[src/rtl/tug_pkg.sv]
// Shared definitions for the tug-of-war game.
// Holds the default LFSR width, the LFSR tap positions (1-based, XNOR
// feedback) used by every LFSR in the game, the computer-player FSM state
// type and the feedback helper.
package tug_pkg;

   localparam int unsigned LFSR_W_DEFAULT = 10;

   // Taps 10,7 with XNOR feedback: maximal length (1023), lockup at all-ones.
   localparam int unsigned LFSR_TAP_HI = 10;
   localparam int unsigned LFSR_TAP_LO = 7;

   typedef enum logic [1:0] {
      IDLE,
      PEND,
      COOL
   } cpu_state_t;

   function automatic logic lfsr_feedback(input logic hi, input logic lo);
      return ~(hi ^ lo);
   endfunction

endpackage

[src/rtl/tug_lfsr.sv]
// Fibonacci XNOR LFSR that shifts left every cycle.
// Ports:
//   clk   - system clock
//   reset - synchronous, active-high; clears the register to all-zeros
//   q     - current LFSR state
// Starting from zero the all-ones lockup state is never reached.
module tug_lfsr
   import tug_pkg::*;
#(
   parameter int unsigned Width = LFSR_W_DEFAULT,
   parameter int unsigned TapHi = LFSR_TAP_HI,
   parameter int unsigned TapLo = LFSR_TAP_LO
) (
   input  logic             clk,
   input  logic             reset,
   output logic [Width-1:0] q
);

   always_ff @(posedge clk) begin
      if (reset) begin
         q <= '0;
      end else begin
         q <= {q[Width-2:0], lfsr_feedback(q[TapHi-1], q[TapLo-1])};
      end
   end

endmodule

[src/rtl/tug_player_driver.sv]
// Move-pulse generator for the tug-of-war playfield.
// The human path synchronizes and edge-detects the push-button; the computer
// path fires when the LFSR is below the difficulty setting, then cools down.
// Ports:
//   clk        - system clock
//   reset      - synchronous, active-high
//   key_raw    - asynchronous human button, active-high
//   enable     - game running; no pulses while low
//   difficulty - fire threshold; larger means a faster computer
//   Rin        - registered one-cycle human press pulse
//   Lin        - registered one-cycle computer press pulse
//   lfsr_q     - current LFSR state (debug/HEX)
// Rin and Lin are never high in the same cycle.
module tug_player_driver
   import tug_pkg::*;
#(
   parameter int unsigned LFSR_W   = LFSR_W_DEFAULT,
   parameter int unsigned COOLDOWN = 3
) (
   input  logic              clk,
   input  logic              reset,
   input  logic              key_raw,
   input  logic              enable,
   input  logic [LFSR_W-1:0] difficulty,
   output logic              Rin,
   output logic              Lin,
   output logic [LFSR_W-1:0] lfsr_q
);

   localparam int unsigned     CntW    = $clog2(COOLDOWN + 1);
   localparam logic [CntW-1:0] CntLoad = CntW'(COOLDOWN);
   localparam logic [CntW-1:0] CntOne  = CntW'(1);

   logic            s1_q, s2_q, prev_q;
   logic            press, fire;
   logic            rin_q, lin_q;
   cpu_state_t      state_q;
   logic [CntW-1:0] cnt_q;

   tug_lfsr #(
      .Width (LFSR_W),
      .TapHi (LFSR_TAP_HI),
      .TapLo (LFSR_TAP_LO)
   ) u_lfsr (
      .clk   (clk),
      .reset (reset),
      .q     (lfsr_q)
   );

   // Two-flop synchronizer plus previous-value register for edge detection.
   always_ff @(posedge clk) begin
      if (reset) begin
         s1_q   <= 1'b0;
         s2_q   <= 1'b0;
         prev_q <= 1'b0;
      end else begin
         s1_q   <= key_raw;
         s2_q   <= s1_q;
         prev_q <= s2_q;
      end
   end

   assign press = s2_q & ~prev_q;
   assign fire  = (lfsr_q < difficulty);

   always_ff @(posedge clk) begin
      if (reset) begin
         rin_q <= 1'b0;
      end else begin
         rin_q <= press & enable;
      end
   end

   // Computer player. A tie with a human press defers Lin by one cycle via
   // PEND; since press cannot recur next cycle, Lin never overlaps Rin.
   always_ff @(posedge clk) begin
      if (reset) begin
         state_q <= IDLE;
         cnt_q   <= '0;
         lin_q   <= 1'b0;
      end else begin
         lin_q <= 1'b0;
         case (state_q)
            IDLE: begin
               if (enable && fire) begin
                  if (press) begin
                     state_q <= PEND;
                  end else begin
                     lin_q   <= 1'b1;
                     cnt_q   <= CntLoad;
                     state_q <= COOL;
                  end
               end
            end
            PEND: begin
               if (enable) begin
                  lin_q   <= 1'b1;
                  cnt_q   <= CntLoad;
                  state_q <= COOL;
               end else begin
                  state_q <= IDLE;
               end
            end
            COOL: begin
               // Keeps counting even while disabled.
               cnt_q <= cnt_q - CntOne;
               if (cnt_q == CntOne) begin
                  state_q <= IDLE;
               end
            end
            default: begin
               state_q <= IDLE;
            end
         endcase
      end
   end

   assign Rin = rin_q;
   assign Lin = lin_q;

endmodule
[config.mk]
export PLATFORM = sky130hd
export DESIGN_NAME = tug_player_driver
export DESIGN_NICKNAME = d
export VERILOG_FILES = /design/src/rtl/tug_pkg.sv /design/src/rtl/tug_lfsr.sv /design/src/rtl/tug_player_driver.sv
export SDC_FILE = /design/constraint.sdc
export NUM_CORES = 1
export LEC_CHECK = 0
export CELL_PAD_IN_SITES_DETAIL_PLACEMENT = 0
export CELL_PAD_IN_SITES_GLOBAL_PLACEMENT = 1
export CORE_UTILIZATION = 33
export CTS_CLUSTER_DIAMETER = 60
export DETAILED_ROUTE_END_ITERATION = 7
export GPL_ROUTABILITY_DRIVEN = 0
export GPL_TIMING_DRIVEN = 1
export PLACE_DENSITY = 0.8
export SYNTH_ARGS = -nofsm -noshare
export SYNTH_HDL_FRONTEND = slang
export SYNTH_SLANG_ARGS = --single-unit
[constraint.sdc]
create_clock -name clk -period 2.01 [get_ports clk]
set_input_delay 0.402 -clock clk [delete_from_list [all_inputs] [get_ports clk]]
set_output_delay 0.402 -clock clk [all_outputs]
set_load 0.01 [all_outputs]
==> reports/qor.yml <==
outcome:
  outcome: "finished clean"
place:
  io_buffers: 25
  placed_cells: 142
  dpl.hpwl_microns: 1280
  dp_slack_ns: -0.127
logic_synthesis:
  synth-async-reset-ratio_pct: 0
  synth.area.top_cells: "dfxtp_1 (45%), ha_1 (15%), nor2b_1 (9.6%)"
  syn_area_per_cell_sq_um: 9.86
  yosysSeqAreaShare_pct: 44.8
  synth_area_sq_um: 848
  synth-seq-cells: 19
  synth_area_leader_cell: "dfxtp_1"
  synth_flop_cell: "dfxtp_1"
  netlist_top_cells_count: "dfxtp_1 (19), nor2b_1 (13), ha_1 (10), inv_1 (10), o21ai_1 (4)"
  ys.warnings.count: 0
  post-synth-top-count-cell: "dfxtp_1"
  ys_types: 27
  synth_fp_nets: 110
  synth.top_cell.area_share_pct: 44.8
  synthCells: 86
  synth_edf_count: 0
global_route:
  gr-total-overflow: 0
  grt_use_met2_pct: 21.3
  grt_pass1_wl_microns: 2790
  use_met1_pct: 18.7
  grt_pass1_vias: 666
  grt_max_degree: 19
  grt-busiest-layer: "met2"
  grt_antenna_before_repair: 0
  grt_usage_pct: 14.0
  gr-usage-met3_pct: 2.61
layout:
  drive_gt1_share_pct: 6.03
  stdcell_count: 146
  layout.nets: 141
  antenna_cells: 0
  area_delta_synth_final_pct: 38.3
timing:
  final.setup_skew_ns: 0.00149
  max_slew_margin_pct: 82.8
  setup_viol: 0
  hold_viol_final: 0
  finalMaxSlewViolations: 0
  tightest_slew_ns: 0.257
  rsz0062_at_grt: "no"
  max_freq_ghz: 0.549
  setup_ws_ns: 0.188
  fin_crit_sh_pct: 90.7
  period_needed_ns: 1.82
setup_path:
  cp.arrival_ns: 2.02
  cp.required_ns: 2.21
  cp_top_family: "compound AO/OA/AOI/OAI gates"
  max_stage_delay_ns: 0.46
  slowest_stage: "clkdlybuf4s50_1"
  setup.worst_path.end_class: "flop"
  worstSetupPathType: "primary input to flop"
  cp_max_fo: 2
  start_kind: "primary input"
  crit_buf_inv: 2
  crit_chain: "clkdlybuf4s50_1, inv_1, ha_1, a211o_1, a21oi_2, o21a_2, nor2_1, o32ai_1"
clock_tree:
  cts_buffers: 3
  numClockSinks: 19
  cts.clk_slew.worst_paths_ns: 0.10
  cts_tree: "yes"
  clk_path_buf_depth: 2
  clock_latency_ns: 0.28
  post-cts-setup-buffers: 0
  cts-root-buf: "clkbuf_4"
  cts_hold_buf: 0
  h-tree-depth: 1
  cts_resized: 0
detailed_routing:
  wl_microns: 1630
  vias: 668
  wl_per_cell_microns: 11.1
  dr.pass1.iters: 2
  first_iter_violations: 1
  via_per_inst: 4.58
  drc_errors: 0
  ant_nets: 0
die:
  ios: 26
  dieArea_sq_um: 2780
  initial_core_util_pct: 34.6
  die_height_microns: 52.7
  num_rows: 18
  core-area_sq_um: 2450
  die_w_microns: 52.7
pwr:
  p_total_mw: 0.726
  p_sw_mw: 0.175
  power_leakage_nw: 0.511
  p_seq_share_pct: 57.0
  internal_power_mw: 0.551
  p_per_area_nw_per_um2: 619
  switching_share_pct: 24.1
  p_clk_share_pct: 25.6
  max-vdd-ir-drop_mv: 0.394
  power_frac_comb_pct: 17.4
flow_run:
  cap_violations: 0
worst_hold_path:
  hp-class: "flop to flop"
[worst reg2reg max path, stage by stage (launching register included)]
cell	delay, ns
dfxtp_1	0.39
ha_1	0.26
a211o_1	0.27
a21oi_2	0.11
o21a_2	0.14
nor2_1	0.05
o32ai_1	0.26
[cells by family after synthesis]
family	synth area share [%]
muxes	1.18
DFF	44.8
AOI/OAI and AO/OA	15.0
and+or+nand+nor	18.3
buffers and inverters	4.87
xor gates and xnor gates	1.03
adders and majority gates	14.7
[layer usage]
layer / wire (microns) / vias to the layer above / share of wire, %
met2: 725 / 14 / 45
met5: 0 / - / 0
met3: 57 / 2 / 3.5
met4: 15 / 0 / 0.92
met1: 827 / 296 / 51
li1: - / 356 / -
[state kept, by name (all words and copies together) (netlist names)]
name / cells
s2_q: 1
prev_q: 1
cnt_q: 2
u_lfsr.q: 10
Lin: 1
s1_q: 1
state_q: 2
Rin: 1
[cell usage in the layout (no fill, tap or decap), drive strengths merged, types with 2 or more instances in the layout]
cell	n
nand2b	3
nor2b	13
buf	2
nand2	2
nand4	2
ha	10
clkdlybuf4s50	25
clkbuf	4
o21ai	5
dfxtp	19
inv	10
o21a	4
nor2	2
a21oi	3
[cell type report]
cell class                 instances  area (sq um)
sequential                        19           380
fill                             244          1280
inverter                          10          37.5
multi-input combinational         56           427
timing repair buffer              27           265
tap                               30          37.5
clock buffer                       4          26.3
[per-stage QoR]
step | setup TNS [ns] | area (sq um) | hold WS, ns | util (%)
2_1_floorplan | 0 | 848 | 0.414 | -
3_3_place_gp | -0.131 | 1150 | 0.427 | 46.7
3_5_place_dp | -0.224 | 1150 | 0.435 | 46.7
4_1_cts | 0 | 1170 | 0.463 | 47.8
5_1_grt | 0 | 1170 | 0.486 | 47.8
6_report | 0 | 1170 | 0.455 | 47.8
[power by group through the flow]
stage          sequential, mW  combinational (mW)  clock (mW)
5_1_grt                 0.418               0.141       0.212
3_5_place_dp            0.423               0.127           0
3_3_place_gp            0.422               0.124           0
2_1_floorplan           0.421              0.0684           0
6_report                0.414               0.126       0.186
4_1_cts                 0.415               0.128       0.197
[worst paths after layout]
| kind | startpoint | end | slack (ns) | depth (start not counted) |
|---|---|---|---|---|
| max | difficulty[3] | cnt_q[0] | 0.19 | 8 |
| min | s1_q | s2_q | 0.46 | 1 |
| max reg2reg | u_lfsr.q[3] | cnt_q[0] | 0.45 | 6 |
| min reg2reg | s1_q | s2_q | 0.46 | 1 |
Note: power is estimated with default switching activity, not from simulation.
